[src/rtl/cray_uart_pkg.sv]
// Shared register offsets, status bit positions and FSM encodings for the
// memory-mapped console UART.
package cray_uart_pkg;

  localparam logic [1:0] TXBUSY = 2'd0;
  localparam logic [1:0] RXSTAT = 2'd1;
  localparam logic [1:0] RXDATA = 2'd2;
  localparam logic [1:0] TXDATA = 2'd3;

  localparam int STAT_READY     = 0;
  localparam int STAT_OVERRUN   = 1;
  localparam int STAT_FRAME_ERR = 2;

  typedef enum logic [2:0] {
    TX_IDLE,
    TX_WAIT_CTS,
    TX_START,
    TX_DATA,
    TX_STOP
  } tx_state_t;

  typedef enum logic [1:0] {
    RX_IDLE,
    RX_START,
    RX_DATA,
    RX_STOP
  } rx_state_t;

endpackage

[src/rtl/cray_uart_rx_frame.sv]
// Serial receive front end: synchronizes UART_RX, finds start bits and
// samples 8N1 frames at mid-bit, reporting a good byte or a framing error.
module cray_uart_rx_frame
  import cray_uart_pkg::*;
#(
  parameter int CLKS_PER_BIT = 434
) (
  input  logic       clock,
  input  logic       reset,
  input  logic       rx,
  output logic       byte_valid,
  output logic [7:0] rx_byte,
  output logic       frame_err
);

  localparam int CW = $clog2(CLKS_PER_BIT);
  localparam logic [CW-1:0] BIT_LAST  = CW'(CLKS_PER_BIT - 1);
  localparam logic [CW-1:0] HALF_LAST = CW'(CLKS_PER_BIT / 2 - 1);

  rx_state_t     state;
  logic          rx_meta;
  logic          rx_sync;
  logic          rx_prev;
  logic [CW-1:0] cnt;
  logic [2:0]    bit_idx;
  logic [7:0]    shreg;

  // Going back to idle at the stop-bit midpoint leaves half a bit of slack
  // to catch the next start edge of a back-to-back frame.
  always_ff @(posedge clock) begin
    if (reset) begin
      rx_meta    <= 1'b1;
      rx_sync    <= 1'b1;
      rx_prev    <= 1'b1;
      state      <= RX_IDLE;
      cnt        <= '0;
      bit_idx    <= '0;
      shreg      <= '0;
      rx_byte    <= '0;
      byte_valid <= 1'b0;
      frame_err  <= 1'b0;
    end else begin
      rx_meta    <= rx;
      rx_sync    <= rx_meta;
      rx_prev    <= rx_sync;
      byte_valid <= 1'b0;
      frame_err  <= 1'b0;
      case (state)
        RX_IDLE: begin
          cnt     <= '0;
          bit_idx <= '0;
          if (rx_prev && !rx_sync) state <= RX_START;
        end
        RX_START: begin
          if (cnt == HALF_LAST) begin
            cnt   <= '0;
            state <= rx_sync ? RX_IDLE : RX_DATA;
          end else begin
            cnt <= cnt + 1'b1;
          end
        end
        RX_DATA: begin
          if (cnt == BIT_LAST) begin
            cnt     <= '0;
            shreg   <= {rx_sync, shreg[7:1]};
            bit_idx <= bit_idx + 1'b1;
            if (bit_idx == 3'd7) state <= RX_STOP;
          end else begin
            cnt <= cnt + 1'b1;
          end
        end
        RX_STOP: begin
          if (cnt == BIT_LAST) begin
            cnt   <= '0;
            state <= RX_IDLE;
            if (rx_sync) begin
              byte_valid <= 1'b1;
              rx_byte    <= shreg;
            end else begin
              frame_err <= 1'b1;
            end
          end else begin
            cnt <= cnt + 1'b1;
          end
        end
        default: state <= RX_IDLE;
      endcase
    end
  end

endmodule

[src/rtl/cray_uart_mmio.sv]
// CPU-facing UART responder: register file, bus handshake and the CTS-gated
// 8N1 transmitter; frame reception is delegated to cray_uart_rx_frame.
module cray_uart_mmio
  import cray_uart_pkg::*;
#(
  parameter int CLKS_PER_BIT = 434,
  parameter int WORD_WIDTH   = 64
) (
  input  logic                  CLOCK,
  input  logic                  RESET,
  input  logic                  SEL,
  input  logic                  WE,
  input  logic [1:0]            ADDR,
  input  logic [WORD_WIDTH-1:0] WDATA,
  output logic [WORD_WIDTH-1:0] RDATA,
  output logic                  ACK,
  input  logic                  UART_RX,
  output logic                  UART_TX,
  input  logic                  UART_CTS,
  output logic                  UART_RTS
);

  localparam int CW = $clog2(CLKS_PER_BIT);
  localparam logic [CW-1:0] BIT_LAST = CW'(CLKS_PER_BIT - 1);

  tx_state_t             tx_state;
  logic [CW-1:0]         tx_cnt;
  logic [2:0]            tx_bit_idx;
  logic [7:0]            tx_shreg;
  logic                  tx_busy;
  logic                  rx_ready;
  logic                  overrun;
  logic                  frame_err;
  logic [7:0]            rx_data;
  logic                  rx_byte_valid;
  logic [7:0]            rx_byte;
  logic                  rx_frame_err;
  logic                  wr_tx;
  logic                  wr_clr;
  logic [WORD_WIDTH-1:0] read_val;
  logic                  unused_wdata;

  assign unused_wdata = ^WDATA[WORD_WIDTH-1:8];
  assign wr_tx        = SEL && WE && (ADDR == TXDATA) && !tx_busy;
  assign wr_clr       = SEL && WE && (ADDR == RXDATA);
  assign UART_RTS     = rx_ready;

  cray_uart_rx_frame #(
    .CLKS_PER_BIT(CLKS_PER_BIT)
  ) u_rx_frame (
    .clock     (CLOCK),
    .reset     (RESET),
    .rx        (UART_RX),
    .byte_valid(rx_byte_valid),
    .rx_byte   (rx_byte),
    .frame_err (rx_frame_err)
  );

  always_comb begin
    read_val = '0;
    case (ADDR)
      TXBUSY: read_val[0] = tx_busy;
      RXSTAT: begin
        read_val[STAT_READY]     = rx_ready;
        read_val[STAT_OVERRUN]   = overrun;
        read_val[STAT_FRAME_ERR] = frame_err;
      end
      RXDATA:  read_val[7:0] = rx_data;
      default: read_val = '0;
    endcase
  end

  always_ff @(posedge CLOCK) begin
    if (RESET) begin
      ACK   <= 1'b0;
      RDATA <= '0;
    end else begin
      ACK   <= SEL;
      RDATA <= (SEL && !WE) ? read_val : '0;
    end
  end

  // A completing frame overrides a same-cycle clear; overrun only counts
  // against a byte that was still pending and not being cleared.
  always_ff @(posedge CLOCK) begin
    if (RESET) begin
      rx_ready  <= 1'b0;
      overrun   <= 1'b0;
      frame_err <= 1'b0;
      rx_data   <= '0;
    end else begin
      if (wr_clr) begin
        rx_ready  <= 1'b0;
        overrun   <= 1'b0;
        frame_err <= 1'b0;
      end
      if (rx_byte_valid) begin
        rx_ready <= 1'b1;
        rx_data  <= rx_byte;
        overrun  <= wr_clr ? 1'b0 : (overrun | rx_ready);
      end
      if (rx_frame_err) frame_err <= 1'b1;
    end
  end

  always_ff @(posedge CLOCK) begin
    if (RESET) begin
      tx_state   <= TX_IDLE;
      UART_TX    <= 1'b1;
      tx_busy    <= 1'b0;
      tx_cnt     <= '0;
      tx_bit_idx <= '0;
      tx_shreg   <= '0;
    end else begin
      case (tx_state)
        TX_IDLE: begin
          tx_cnt     <= '0;
          tx_bit_idx <= '0;
          if (wr_tx) begin
            tx_busy  <= 1'b1;
            tx_shreg <= WDATA[7:0];
            if (!UART_CTS) begin
              tx_state <= TX_START;
              UART_TX  <= 1'b0;
            end else begin
              tx_state <= TX_WAIT_CTS;
            end
          end
        end
        TX_WAIT_CTS: begin
          if (!UART_CTS) begin
            tx_state <= TX_START;
            UART_TX  <= 1'b0;
          end
        end
        TX_START: begin
          if (tx_cnt == BIT_LAST) begin
            tx_cnt   <= '0;
            tx_state <= TX_DATA;
            UART_TX  <= tx_shreg[0];
            tx_shreg <= {1'b0, tx_shreg[7:1]};
          end else begin
            tx_cnt <= tx_cnt + 1'b1;
          end
        end
        TX_DATA: begin
          if (tx_cnt == BIT_LAST) begin
            tx_cnt <= '0;
            if (tx_bit_idx == 3'd7) begin
              tx_state <= TX_STOP;
              UART_TX  <= 1'b1;
            end else begin
              tx_bit_idx <= tx_bit_idx + 1'b1;
              UART_TX    <= tx_shreg[0];
              tx_shreg   <= {1'b0, tx_shreg[7:1]};
            end
          end else begin
            tx_cnt <= tx_cnt + 1'b1;
          end
        end
        TX_STOP: begin
          if (tx_cnt == BIT_LAST) begin
            tx_cnt   <= '0;
            tx_state <= TX_IDLE;
            tx_busy  <= 1'b0;
          end else begin
            tx_cnt <= tx_cnt + 1'b1;
          end
        end
        default: tx_state <= TX_IDLE;
      endcase
    end
  end

endmodule
[config.mk]
export PLATFORM = sky130hd
export DESIGN_NAME = cray_uart_mmio
export DESIGN_NICKNAME = d
export VERILOG_FILES = /design/src/rtl/cray_uart_pkg.sv /design/src/rtl/cray_uart_rx_frame.sv /design/src/rtl/cray_uart_mmio.sv
export SDC_FILE = /design/constraint.sdc
export NUM_CORES = 1
export LEC_CHECK = 0
export CAP_MARGIN = 20
export CORE_MARGIN = 3
export CORE_UTILIZATION = 41
export DETAILED_ROUTE_END_ITERATION = 10
export GPL_ROUTABILITY_DRIVEN = 0
export GPL_TIMING_DRIVEN = 1
export PLACE_DENSITY = 0.74
export SLEW_MARGIN = 5
export SYNTH_ARGS = -nofsm -noshare
export SYNTH_HDL_FRONTEND = slang
export SYNTH_SLANG_ARGS = --single-unit
[constraint.sdc]
create_clock -name CLOCK -period 1.7 [get_ports CLOCK]
set_input_delay 0.17 -clock CLOCK [delete_from_list [all_inputs] [get_ports CLOCK]]
set_output_delay 0.17 -clock CLOCK [all_outputs]
set_load 0.005 [all_outputs]
==> results of run 1 <==
## cells by family (layout without fill, tap and decap cells)
logic type / count (synthesis) / count (layout) / synth area share [%]
AND/OR/NAND/NOR: 135 / 135 / 17.4
multiplexers: 32 / 32 / 7.94
adder cells (fa/ha/maj): 14 / 14 / 4.34
buffers and inverters: 94 / 107 / 14.9
XOR/XNOR: 8 / 8 / 1.74
AO/OA/AOI/OAI: 80 / 80 / 14.0
flip-flops: 80 / 80 / 39.7
other: 1 / 56 / 0.0930
## state kept, by name, indices dropped and copies added, names as in the netlist, 3 cells and up, named ones only
name / flops
u_rx_frame.cnt: 9
rx_data: 8
tx_state: 3
u_rx_frame.bit_idx: 3
RDATA: 8
tx_cnt: 9
tx_bit_idx: 3
u_rx_frame.rx_byte: 8
u_rx_frame.shreg: 8
tx_shreg: 8
## where the power goes
part	switching [mW]	total, mW	leakage [nW]	internal, mW
registers	0.0525	2.01	0.651	1.96
logic	0.537	0.997	1.25	0.461
clock network	0.759	1.62	0.119	0.864
## layout make-up
type	count	area, µm²	area share [%]
clock inverters	7	109	2.24
flip-flops and latches	80	1610	33.1
multi-input cells	325	2150	44.1
inverters	15	56.3	1.16
repair buffers	76	657	13.5
well taps	129	161	3.32
clock buffers	9	124	2.55
## final timing paths
check,end,startpoint,cells past startpoint
max reg2reg,tx_state[0],tx_cnt[0],6
min reg2reg,u_rx_frame.rx_sync,u_rx_frame.rx_meta,1
max,tx_state[0],tx_cnt[0],6
min,UART_RTS,RESET,2
## cells in the final DEF (no fill, tap or decap), drive strengths merged, types with 7 or more instances in the layout
cell,n
a311oi,7
a31oi,13
dfxtp,80
nor2,56
a21oi,17
o21ai,12
conb,56
xor2,7
nand2,21
mux2i,32
buf,51
inv,20
a41o,7
and3,8
clkbuf,9
ha,14
nand3,8
clkdlybuf4s50,25
## layer usage
layer | wire length (µm) | global-route usage (%) | share of wire (%)
met1 | 3600 | 17.3 | 46
met2 | 3860 | 23.8 | 49
met3 | 336 | 3.27 | 4.3
met4 | 67 | 3.66 | 0.85
met5 | 0 | 0 | 0
## stage by stage
step	setup WS, ps	utilization (%)	cell area, µm²
after global placement	-181	47.3	4450
after floorplan	3.01	-	4240
after CTS	3.44	50.5	4760
final	23.5	51.7	4870
after detailed placement	-239	47.3	4450
after global routing	-52.7	51.7	4870
## repair_timing
| item | in CTS | in global routing |
|---|---|---|
| buffers inserted | 4 | 0 |
| hold endpoints to repair | 0 | 0 |
| gates cloned | 1 | 1 |
| gates resized for setup | 12 | 29 |
| pin swaps | 4 | 6 |
| endpoints found under the setup margin | 7 | 28 |
==> impl_metrics.yaml, run 1 <==
layout:
  area_growth_pct: 20.6
  drive_gt1_share_pct: 19.7
  n_antenna_cell: 0
  layout.cells.non_filler: 641
  final_net_count: 593
  fillers: 846
timing:
  setup_violations: 0
  slew_violations: 0
  max_slew_margin_pct: 64.9
  tightestPinTransition_ps: 526
  rsz0062_at_grt: "yes"
  fin_crit_sh_pct: 98.6
  finalSetupTns_ps: 0
  holdWs_ps: 118
  fin_skew_ps: 7.08
  hold_viol_final: 0
  layout_min_cycle_time_ps: 1680
  fmax_ghz: 0.596
route:
  drt_wl_total_mm: 7.87
  drt_first_pass_iters: 4
  wl_per_cell_um: 12.3
  drc: 0
  drtIter0Drc: 138
  ant_nets: 0
  vias: 3113
  via_per_inst: 4.86
setup_path:
  critPathSlowestCell: "or4b_4"
  path_class: "register to register"
  cp_num_buf_inv: 1
  cpPeakStageDelay_ps: 470
  end_kind: "register"
  critical_path.max_fanout: 4
  ff2ff_setup_slack_ps: 20
  cpLargestDelayFamily: "simple AND/OR/NAND/NOR gates"
  path_cells: "ha_4, and4_4, a22oi_2, buf_6, or4b_4, a21oi_2"
  start_kind: "register"
  critPathArrivalTime_ps: 1960
  worstPathRequired_ps: 1980
grt:
  grt_pass1_wl_mm: 12.8
  grt_max_degree: 29
  antenna_found_initial: 0
  grt_use_total_pct: 13.8
  grt_remaining_overflow: 0
  first_global_vias: 2842
clock_network:
  clock_sink_count: 80
  cts.clk_slew.worst_paths_ps: 90
  htreeDepth: 3
  clock-root-buffer: "clkbuf_8"
  cts_made_buffers: 9
  cts_hold_buf: 0
  cts_tree: "built"
  clk_latency_ps: 350
  cts_max_path_buffers: 2
yosys:
  syn_area_per_cell_um2: 9.09
  synth_area_leaders: "dfxtp_1 (40%), buf_4 (11%), mux2i_1 (7.9%)"
  syn_area_um2: 4030
  ys_types: 58
  synth_edf_count: 0
  synth_most_common_cell: "dfxtp_1"
  synth_common_cells: "dfxtp_1 (80), buf_4 (57), nor2_1 (56)"
  ys_seq_elements: 80
  synthFlopType: "dfxtp_1"
  netlist_instances: 444
  yosysSeqAreaShare_pct: 39.7
  yosysTopAreaCellShare_pct: 39.7
  yosysWarnings: 0
  netlist.top_cell.by_area: "dfxtp_1"
  synth_async_sr_flop_share_pct: 0
placement:
  portBuffers: 26
  dp_hpwl_mm: 5.51
  post-place-cells: 619
pwr:
  power.leakage_nw: 2.02
  power_density_nw_per_um2: 952
  ir_worst_vdd_mv: 0.485
  total_power_mw: 4.63
floorplan:
  die_h_um: 105
  rows: 35
  io_pins: 139
  die_w_um: 105
  die_area_um2: 11100
  floorplan.initialDensity_pct: 42.8
  core_area_um2: 9420
run_status:
  outcome: "finished clean"
min_path:
  min-delay-path-class: "primary input to register"
run:
  cap_viol_max_count: 0
No activity file was read; power rests on OpenSTA's default activity.
==> run 2: changes to the inputs <==
- SLEW_MARGIN: 5 -> 20
==> results of run 2 <==
The final DEF is identical to that of run 1; final timing and power are the same.
==> run 3: changes to the inputs <==
- ABC_CLOCK_PERIOD_IN_PS: not set -> 1700
==> results of run 3 <==
The final DEF is identical to that of run 1; final timing and power are the same.
